**src/rtl/wb_pkg.sv**
```systemverilog
// Shared types and constants for the write-back stage.
// Optional forwarding outputs are enabled with the WB_FWD_EN macro.
package wb_pkg;

    localparam int unsigned DATA_W_DEF  = 32'd16;
    localparam int unsigned MEM_W_DEF   = 32'd32;
    localparam int unsigned RADDR_W_DEF = 32'd3;

    localparam int unsigned WB_REGWRITE = 32'd0;
    localparam int unsigned WB_MEMTOREG = 32'd1;

    typedef enum logic [0:0] {
        WB_NORM = 1'b0,
        WB_HI   = 1'b1
    } wb_state_e;

endpackage

```
**src/rtl/wb_stage_if.sv**
```systemverilog
// Memory-stage to write-back bundle plus the register-file write port.
// WB_FWD_EN adds the forwarding-unit outputs.
interface wb_stage_if #(
    parameter int unsigned DATA_W  = wb_pkg::DATA_W_DEF,
    parameter int unsigned MEM_W   = wb_pkg::MEM_W_DEF,
    parameter int unsigned RADDR_W = wb_pkg::RADDR_W_DEF
);
    logic               i_flush;
    logic [1:0]         i_wb;
    logic               i_en32;
    logic [RADDR_W-1:0] i_rdst;
    logic [DATA_W-1:0]  i_aluData;
    logic [MEM_W-1:0]   i_memData;
    logic               o_stall;
    logic               o_regWrite;
    logic [RADDR_W-1:0] o_regAddr;
    logic [DATA_W-1:0]  o_regData;
`ifdef WB_FWD_EN
    logic               o_fwdValid;
    logic [RADDR_W-1:0] o_fwdAddr;
    logic [DATA_W-1:0]  o_fwdData;
`endif

    modport master (
        output i_flush, i_wb, i_en32, i_rdst, i_aluData, i_memData,
`ifdef WB_FWD_EN
        input  o_fwdValid, o_fwdAddr, o_fwdData,
`endif
        input  o_stall, o_regWrite, o_regAddr, o_regData
    );

    modport slave (
        input  i_flush, i_wb, i_en32, i_rdst, i_aluData, i_memData,
`ifdef WB_FWD_EN
        output o_fwdValid, o_fwdAddr, o_fwdData,
`endif
        output o_stall, o_regWrite, o_regAddr, o_regData
    );
endinterface

```
**src/rtl/wb_buffer.sv**
```systemverilog
// MEM/WB pipeline register: captures when enabled, flush turns the
// captured entry into a bubble, synchronous reset clears every field.
module wb_buffer #(
    parameter int unsigned DATA_W  = wb_pkg::DATA_W_DEF,
    parameter int unsigned MEM_W   = wb_pkg::MEM_W_DEF,
    parameter int unsigned RADDR_W = wb_pkg::RADDR_W_DEF
) (
    input  logic               clk,
    input  logic               i_reset,
    input  logic               i_en,
    input  logic               i_flush,
    input  logic [1:0]         i_wb,
    input  logic               i_en32,
    input  logic [RADDR_W-1:0] i_rdst,
    input  logic [DATA_W-1:0]  i_aluData,
    input  logic [MEM_W-1:0]   i_memData,
    output logic               o_valid,
    output logic [1:0]         o_wb,
    output logic               o_en32,
    output logic [RADDR_W-1:0] o_rdst,
    output logic [DATA_W-1:0]  o_aluData,
    output logic [MEM_W-1:0]   o_memData
);
    logic               r_valid;
    logic [1:0]         r_wb;
    logic               r_en32;
    logic [RADDR_W-1:0] r_rdst;
    logic [DATA_W-1:0]  r_aluData;
    logic [MEM_W-1:0]   r_memData;

    // Entry register; holds its contents whenever the stage is stalling.
    always_ff @(posedge clk) begin
        if (i_reset) begin
            r_valid   <= 1'b0;
            r_wb      <= 2'b00;
            r_en32    <= 1'b0;
            r_rdst    <= {RADDR_W{1'b0}};
            r_aluData <= {DATA_W{1'b0}};
            r_memData <= {MEM_W{1'b0}};
        end else if (i_en) begin
            r_valid   <= ~i_flush;
            r_wb      <= i_wb;
            r_en32    <= i_en32;
            r_rdst    <= i_rdst;
            r_aluData <= i_aluData;
            r_memData <= i_memData;
        end
    end

    assign o_valid   = r_valid;
    assign o_wb      = r_wb;
    assign o_en32    = r_en32;
    assign o_rdst    = r_rdst;
    assign o_aluData = r_aluData;
    assign o_memData = r_memData;
endmodule

```
**src/rtl/wb_stage.sv**
```systemverilog
// Write-back stage: selects the write-back source and splits 32-bit loads
// into a low/high register-pair write. WB_FWD_EN adds forwarding outputs.
module wb_stage
    import wb_pkg::*;
#(
    parameter int unsigned DATA_W  = DATA_W_DEF,
    parameter int unsigned MEM_W   = MEM_W_DEF,
    parameter int unsigned RADDR_W = RADDR_W_DEF
) (
    input  logic     clk,
    input  logic     i_reset,
    wb_stage_if.slave bus
);
    logic               w_valid;
    logic [1:0]         w_wb;
    logic               w_en32;
    logic [RADDR_W-1:0] w_rdst;
    logic [DATA_W-1:0]  w_aluData;
    logic [MEM_W-1:0]   w_memData;

    wb_state_e          r_state;
    wb_state_e          w_next;
    logic               w_stall;
    logic               w_capture;
    logic               w_pair;
    logic               w_regWrite;
    logic [RADDR_W-1:0] w_regAddr;
    logic [DATA_W-1:0]  w_regData;

    assign w_capture = ~w_stall;

    wb_buffer #(.DATA_W(DATA_W), .MEM_W(MEM_W), .RADDR_W(RADDR_W)) u_buffer (
        .clk       (clk),
        .i_reset   (i_reset),
        .i_en      (w_capture),
        .i_flush   (bus.i_flush),
        .i_wb      (bus.i_wb),
        .i_en32    (bus.i_en32),
        .i_rdst    (bus.i_rdst),
        .i_aluData (bus.i_aluData),
        .i_memData (bus.i_memData),
        .o_valid   (w_valid),
        .o_wb      (w_wb),
        .o_en32    (w_en32),
        .o_rdst    (w_rdst),
        .o_aluData (w_aluData),
        .o_memData (w_memData)
    );

    // A valid 32-bit load into the register file needs a second (high) beat.
    assign w_pair = w_valid & w_wb[WB_REGWRITE] & w_wb[WB_MEMTOREG] & w_en32;

    // State register; reset also aborts a pending high-half write.
    always_ff @(posedge clk) begin
        if (i_reset) begin
            r_state <= WB_NORM;
        end else begin
            r_state <= w_next;
        end
    end

    // Next-state and write-port muxing.
    always_comb begin
        w_next     = WB_NORM;
        w_stall    = 1'b0;
        w_regWrite = 1'b0;
        w_regAddr  = {RADDR_W{1'b0}};
        w_regData  = {DATA_W{1'b0}};
        case (r_state)
            WB_NORM: begin
                w_regWrite = w_valid & w_wb[WB_REGWRITE];
                w_regAddr  = w_rdst;
                if (w_wb[WB_MEMTOREG]) begin
                    w_regData = w_memData[DATA_W-1:0];
                end else begin
                    w_regData = w_aluData;
                end
                if (w_pair) begin
                    w_stall = 1'b1;
                    w_next  = WB_HI;
                end else begin
                    w_stall = 1'b0;
                    w_next  = WB_NORM;
                end
            end
            WB_HI: begin
                w_regWrite = 1'b1;
                w_regAddr  = w_rdst + {{(RADDR_W-1){1'b0}}, 1'b1};
                w_regData  = w_memData[MEM_W-1:DATA_W];
                w_stall    = 1'b0;
                w_next     = WB_NORM;
            end
            default: begin
                w_next = WB_NORM;
            end
        endcase
    end

    assign bus.o_stall    = w_stall;
    assign bus.o_regWrite = w_regWrite;
    assign bus.o_regAddr  = w_regAddr;
    assign bus.o_regData  = w_regData;

`ifdef WB_FWD_EN
    // Consumers must not forward the low half of an incomplete pair.
    assign bus.o_fwdValid = w_regWrite & ~w_stall;
    assign bus.o_fwdAddr  = w_regAddr;
    assign bus.o_fwdData  = w_regData;
`endif
endmodule

```
**src/flat_wrapper.sv**
```systemverilog
// flat-port wrapper written by rule: the top's interface ports become plain ports
module wb_stage_flat import wb_pkg::*;
#(
    parameter int unsigned DATA_W  = DATA_W_DEF,
    parameter int unsigned MEM_W   = MEM_W_DEF,
    parameter int unsigned RADDR_W = RADDR_W_DEF
)
  (clk, i_reset, bus_i_flush, bus_i_wb, bus_i_en32, bus_i_rdst, bus_i_aluData, bus_i_memData, bus_o_stall, bus_o_regWrite, bus_o_regAddr, bus_o_regData);
  wb_stage_if #(.DATA_W(DATA_W), .MEM_W(MEM_W), .RADDR_W(RADDR_W)) bus_i ();
  input  logic clk;
  input  logic i_reset;
  input wire logic [$bits(bus_i.i_flush)-1:0] bus_i_flush;
  input wire logic [$bits(bus_i.i_wb)-1:0] bus_i_wb;
  input wire logic [$bits(bus_i.i_en32)-1:0] bus_i_en32;
  input wire logic [$bits(bus_i.i_rdst)-1:0] bus_i_rdst;
  input wire logic [$bits(bus_i.i_aluData)-1:0] bus_i_aluData;
  input wire logic [$bits(bus_i.i_memData)-1:0] bus_i_memData;
  output wire logic [$bits(bus_i.o_stall)-1:0] bus_o_stall;
  output wire logic [$bits(bus_i.o_regWrite)-1:0] bus_o_regWrite;
  output wire logic [$bits(bus_i.o_regAddr)-1:0] bus_o_regAddr;
  output wire logic [$bits(bus_i.o_regData)-1:0] bus_o_regData;
  assign bus_i.i_flush = bus_i_flush;
  assign bus_i.i_wb = bus_i_wb;
  assign bus_i.i_en32 = bus_i_en32;
  assign bus_i.i_rdst = bus_i_rdst;
  assign bus_i.i_aluData = bus_i_aluData;
  assign bus_i.i_memData = bus_i_memData;
  assign bus_o_stall = bus_i.o_stall;
  assign bus_o_regWrite = bus_i.o_regWrite;
  assign bus_o_regAddr = bus_i.o_regAddr;
  assign bus_o_regData = bus_i.o_regData;
  wb_stage #(.DATA_W(DATA_W), .MEM_W(MEM_W), .RADDR_W(RADDR_W)) u_core (.clk(clk), .i_reset(i_reset), .bus(bus_i));
endmodule
```
**config.mk**
```make
export PLATFORM = sky130hd
export DESIGN_NAME = wb_stage_flat
export DESIGN_NICKNAME = d
export VERILOG_FILES = /design/src/rtl/wb_pkg.sv /design/src/rtl/wb_stage_if.sv /design/src/rtl/wb_buffer.sv /design/src/rtl/wb_stage.sv /design/src/flat_wrapper.sv
export SDC_FILE = /design/constraint.sdc
export NUM_CORES = 1
export LEC_CHECK = 0
export ABC_AREA = 1
export CAP_MARGIN = 20
export CORE_MARGIN = 10
export CORE_UTILIZATION = 44
export CTS_CLUSTER_DIAMETER = 40
export DETAILED_ROUTE_END_ITERATION = 8
export GPL_TIMING_DRIVEN = 0
export HOLD_SLACK_MARGIN = 0.12
export MAX_ROUTING_LAYER = met4
export PLACE_DENSITY = 0.74
export SETUP_SLACK_MARGIN = 0.05
export SKIP_CTS_REPAIR_TIMING = 1
export SYNTH_ARGS = -nofsm -noshare
export SYNTH_HDL_FRONTEND = slang
export SYNTH_HIERARCHICAL = 1
export SYNTH_SLANG_ARGS = --single-unit
```
**constraint.sdc**
```tcl
create_clock -name clk -period 1.1 [get_ports clk]
set_clock_uncertainty 0.05 [all_clocks]
set_input_delay 0.11 -clock clk [delete_from_list [all_inputs] [get_ports clk]]
set_output_delay 0.11 -clock clk [all_outputs]
set_load 0.01 [all_outputs]
```
==> impl_results.md, run 1 <==
- Nets: 644
- Initial antenna violation count: 0
- Total grt overflow: 0
- Initial Util: 0.458
- CTS Buffer Depth: 2
- Die H: 102 um
- Register area share after synthesis: 0.383
- Sw Share: 0.266
- CTS tree: built
- Die width: 102 um
- Power Density: 940 mW/mm^2
- Worst slack, placed: -471 ps
- Hpwl dp: 6020 um
- Pwr Total: 4.22 mW
- Hold Fails Final Rpt: 0
- Largest net degree at the start of global routing: 17
- CTS Sinks: 56
- Setup ws final: -409 ps
- Max-capacitance violation count: 0
- Worst slew pin tran: 215 ps
- Initial DRC count: 226
- Setup Total Neg Slack: -25440 ps
- Crit Path Max Fanout: 10
- Ports: 78
- Placed cell count: 641
- Via count: 3051
- Leak: 2.60 nW
- Root Buffer: clkbuf_8
- Crit Path Category: reg -> reg
- Failing checks: negative setup slack
- FMAX: 663 MHz
- Final slew viol count: 0
- Pre-Repair DR Iteration Count: 4
- CP Launch Type: register
- Syn. warnings: 6
- Residual DRC: 0
- GR Util All Layers: 0.149
- Hold depth: 5
- Worst-case reg-to-reg path depth: 9
- CP Capture Type: register
- Non-filler cells, final: 664
- Internal: 3.10 mW
- Layout cells sized above 1: 0.247
- Via/cell ratio: 4.59
- Worst r2r src: u_core/u_buffer/o_wb[1]$_SDFFE_PP0P_
- Final Util: 0.703
- Fillcell total: 523
- Post-route ant nets: 0
- Synthesized cell area: 0.00293 mm^2
- Worst Hold Class: in -> reg
- Final GP Congestion: 0.879
- Clk_lat worst skew: 310 ps
- Post-DP Area: 0.00380 mm^2
- Post-route cell area: 0.00449 mm^2
- Hold Slack: 341 ps
- Sequential power share: 0.524
- Seq cells post-synth: 56
- # setup viols final: 76
- Hold path startpoint: bus_i_wb[0]
- Clk slew on worst S/H paths: 90 ps
- Clk pwr share: 0.274
- Die Area: 0.0103 mm^2
- Distinct cells, synth: 14
- RSZ-0062 raised after global routing: true
- Max IR drop VDD: 0.585 mV
- Ant diodes: 0
- Worst EP required: 1260 ps
- FF+latch area: 0.00113 mm^2
- Max-slew headroom: 0.857
- CTS buffer count: 5
- Fin crit period: 1510 ps
- Sw power: 1.12 mW
- Commonest non-fill, non-tap cell in the layout: nand2_1
- Cell Rows: 29
- Most frequent cells in the layout: 146 x nand2_1, 93 x nor2_1, 88 x inv_1
- Routed WL: 9070 um
- Synthesis-to-layout area growth: 53.4%
- Final period utilization: 1.37
- Detailed-route wire length per cell: 13.7 um
- Avg Inst Size Synth: 6.01 um^2
- Core area: 0.00639 mm^2
- Area taken by multi-input logic gates: 0.00146 mm^2
- Global-route wire length before repair: 12100 um
- CP arrival: 1670 ps
- Number of port buffers: 77
- Status: finished, violations left
- Number of global-route vias before repair: 2707
- Max H-tree Level: 2
- Worst setup path start: u_core/u_buffer/o_wb[1]$_SDFFE_PP0P_
- Comb pwr share: 0.202
- Mapped Nets: 545
- Cells after Synth: 487
## state kept, by name (all words and copies together) (netlist names)
signal and flops:
u_core/u_buffer/o_valid 1, u_core/u_buffer/o_aluData 16, u_core/u_buffer/o_wb 2, u_core/u_buffer/o_rdst 3, u_core/u_buffer/o_en32 1, u_core/u_buffer/o_memData 32, u_core/r_state 1
## area by class of cell
cell class | instances | area share
tap | 77 | 0.0215
multi-input combinational | 315 | 0.325
inverter | 93 | 0.0806
clock buffer | 6 | 0.0184
sequential | 56 | 0.252
clock inverter | 2 | 0.00223
buffer | 23 | 0.0641
timing repair buffer | 92 | 0.237
## worst max-delay path, cell delays in order (launching register included)
cell and delay (ps):
dfxtp_2 350, buf_8 140, buf_4 120, nand2_2 40, inv_2 60, nand2_4 100, clkbuf_16 200, buf_8 150
nor2_1 130, nor2_1 70
## synth_stat cells
cell type  number  area [um^2]
buf_2           7         35.0
buf_4           3         22.5
buf_6          12          135
buf_8           1         15.0
dfxtp_1        56         1120
ha_1            1         12.5
inv_1          90          338
inv_2           2         7.51
inv_6           1         8.76
nand2_1       174          653
nand2_2        10         62.6
nand3_1        17         85.1
nor2_1        112          420
xor2_1          1         8.76
## per-layer routing
metal,vias to the layer above,global-route usage,wire length (um)
met1,1359,0.177,3710
met5,-,-,0
met3,15,0.0313,642
met2,107,0.246,4560
li1,1570,-,-
met4,0,0.0472,163
## kinds of logic (layout without fill, tap and decap cells)
group | Yosys count | count (layout) | share of synthesized area
fa+ha+maj | 1 | 1 | 0.00428
flops | 56 | 56 | 0.383
simple gates | 313 | 313 | 0.417
xor+xnor | 1 | 1 | 0.00299
buf+inv | 116 | 216 | 0.192
## power by group through the flow
| stage | registers, mW | clock network, mW | logic (mW) |
|---|---|---|---|
| CTS | 2.20 | 1.18 | 0.768 |
| global placement | 2.24 | 0 | 0.755 |
| global route | 2.22 | 1.26 | 0.937 |
| finish | 2.21 | 1.16 | 0.853 |
| detailed placement | 2.24 | 0 | 0.764 |
| floorplan | 2.23 | 0 | 0.361 |
## final timing paths
| check | end | slack, ps |
|---|---|---|
| setup reg to reg | u_core/u_buffer/o_aluData[3]$_SDFFE_PP0P_ | -410 |
| hold / removal | u_core/u_buffer/o_wb[0]$_SDFFE_PP0P_ | 340 |
| hold reg to reg | u_core/u_buffer/o_memData[9]$_SDFFE_PP0P_ | 430 |
| setup / recovery | u_core/u_buffer/o_aluData[3]$_SDFFE_PP0P_ | -410 |
(Power assumes the default switching activity.)
==> inputs of run 2 (changes only) <==
CORE_MARGIN = 2   (was 10)
==> run 2 against run 1 <==
The run still ends with negative setup slack left. Sequential power about the same. Clock power up 15%. Utilization down 3.1 points. Global-route usage up 5.2 points. Die area down 29%. Non-clock buffer count down 4. Critical path depth down 2. Combinational power down 8.3%. Clock-buffer cell count unchanged.
==> impl_results.md, run 2 (synthesized netlist as in run 1, its figures left out) <==
- Comb pwr share: 0.180
- Max-slew headroom: 0.855
- CTS Sinks: 56
- CTS Buffer Depth: 2
- Max IR drop VDD: 0.544 mV
- CTS buffer count: 5
- FF+latch area: 0.00113 mm^2
- Initial antenna violation count: 0
- CP top delay family: buffers and inverters
- Status: finished, violations left
- Buf+Inv Stages, Crit Path: 4
- CP Launch Type: register
- Final slew viol count: 0
- Final period utilization: 1.36
- Die width: 85.5 um
- RSZ-0062 raised after global routing: true
- Worst slew pin tran: 217 ps
- Die H: 85.5 um
- Max-capacitance violation count: 0
- # setup viols final: 76
- Failing checks: negative setup slack
- Pwr Total: 4.33 mW
- Setup ws final: -392 ps
- Clk pwr share: 0.308
- Hold Fails Final Rpt: 0
- Cell Rows: 29
- Total grt overflow: 0
- Initial Util: 0.458
- Hpwl dp: 5430 um
- Detailed-route wire length per cell: 12.4 um
- Global-route wire length before repair: 11400 um
- Worst Hold Class: in -> reg
- Number of flip-flops under the largest register name: 32
- Layout cells sized above 1: 0.228
- CTS tree: built
- Crit Path Category: reg -> out
- Crit-path cells: buf_8, inv_6, clkbuf_16, nand2_2, nand3_2, nand2_1, buf_2
- Via/cell ratio: 4.60
- Leak: 2.53 nW
- Worst r2r src: u_core/u_buffer/o_wb[1]$_SDFFE_PP0P_
- Hold path startpoint: bus_i_memData[28]
- GR Util All Layers: 0.201
- Post-route ant nets: 0
- Pre-Repair DR Iteration Count: 4
- Area taken by multi-input logic gates: 0.00143 mm^2
- Root Buffer: clkbuf_8
- Most frequent cells in the layout: 161 x nand2_1, 88 x inv_1, 75 x nor2_1
- Core area: 0.00639 mm^2
- Final Util: 0.671
- Ant diodes: 0
- Routed WL: 8170 um
- Final GP Congestion: 0.893
- Sw power: 1.10 mW
- Internal: 3.23 mW
- Sw Share: 0.255
- Clk_lat worst skew: 300 ps
- CP arrival: 1330 ps
- Worst EP required: 940 ps
- Largest net degree at the start of global routing: 17
- FMAX: 670 MHz
- CP Capture Type: primary output
- Slowest stage delay, CP: 350 ps
- Initial DRC count: 166
- Number of port buffers: 77
- Crit Path Max Fanout: 8
- Number of global-route vias before repair: 2718
- Power Density: 1010 mW/mm^2
- Ports: 78
- Synthesis-to-layout area growth: 46.6%
- Via count: 3038
- Sequential power share: 0.512
- Worst setup path start: u_core/u_buffer/o_wb[1]$_SDFFE_PP0P_
- Clk slew on worst S/H paths: 90 ps
- Fin crit period: 1490 ps
- Residual DRC: 0
- Fillcell total: 562
- Slowest cell on crit path: dfxtp_2
- Hold Slack: 347 ps
- Commonest non-fill, non-tap cell in the layout: nand2_1
- Die Area: 0.00732 mm^2
- Nets: 640
- Max H-tree Level: 2
[run 2: cell count changes in the layout (fill, tap and decap cells not counted), sizes merged]
cell / delta
dlymetal6s2s: +4
bufinv: +1
clkinv: -1
buf: -2
clkbuf: -6
[run 2: path summary, 6_finish.rpt]
kind                                                      to  slack (ps)  depth (start not counted)
setup / recovery                            bus_o_regData[7]        -390                          7
hold / removal    u_core/u_buffer/o_memData[28]$_SDFFE_PP0P_         350                          5
setup reg to reg  u_core/u_buffer/o_memData[31]$_SDFFE_PP0P_        -280                          9
hold reg to reg   u_core/u_buffer/o_aluData[15]$_SDFFE_PP0P_         440                          2
[run 2: tightest hold or removal path: cells and delay by family]
kind,cells,cell delay [ps]
buffers and inverters,2,440
AND/OR/NAND/NOR,3,120
[run 2: area by class of cell]
cell class | instances | share of cell area
clock buffer | 6 | 0.0169
timing repair buffer | 88 | 0.209
multi-input combinational | 315 | 0.332
clock inverter | 2 | 0.00817
buffer | 23 | 0.0645
sequential | 56 | 0.263
inverter | 93 | 0.0832
tap | 77 | 0.0225
[run 2: power groups by stage]
stage	combinational [mW]	sequential, mW	clock, mW
finish	0.782	2.22	1.33
global route	0.868	2.23	1.43
CTS	0.764	2.20	1.35
detailed placement	0.757	2.25	0
global placement	0.748	2.24	0
floorplan	0.361	2.23	0
[run 2: stage by stage]
| step | instances | instance area [um^2] | worst slack [ps] | setup TNS [ps] |
|---|---|---|---|---|
| floorplan | 487 | 2930 | -71.7 | -3740 |
| global placement | 641 | 3800 | -461 | -18430 |
| detailed placement | 641 | 3800 | -439 | -18780 |
| CTS | 649 | 3900 | -794 | -26930 |
| global route | 660 | 4290 | -468 | -23640 |
| finish | 660 | 4290 | -392 | -18670 |
[run 2: metal layers]
metal | vias up | share of wire | global-route usage
met5 | - | 0 | -
met4 | 0 | 0.021 | 0.0404
met3 | 17 | 0.057 | 0.0298
met2 | 93 | 0.50 | 0.359
met1 | 1362 | 0.42 | 0.242
li1 | 1566 | - | -
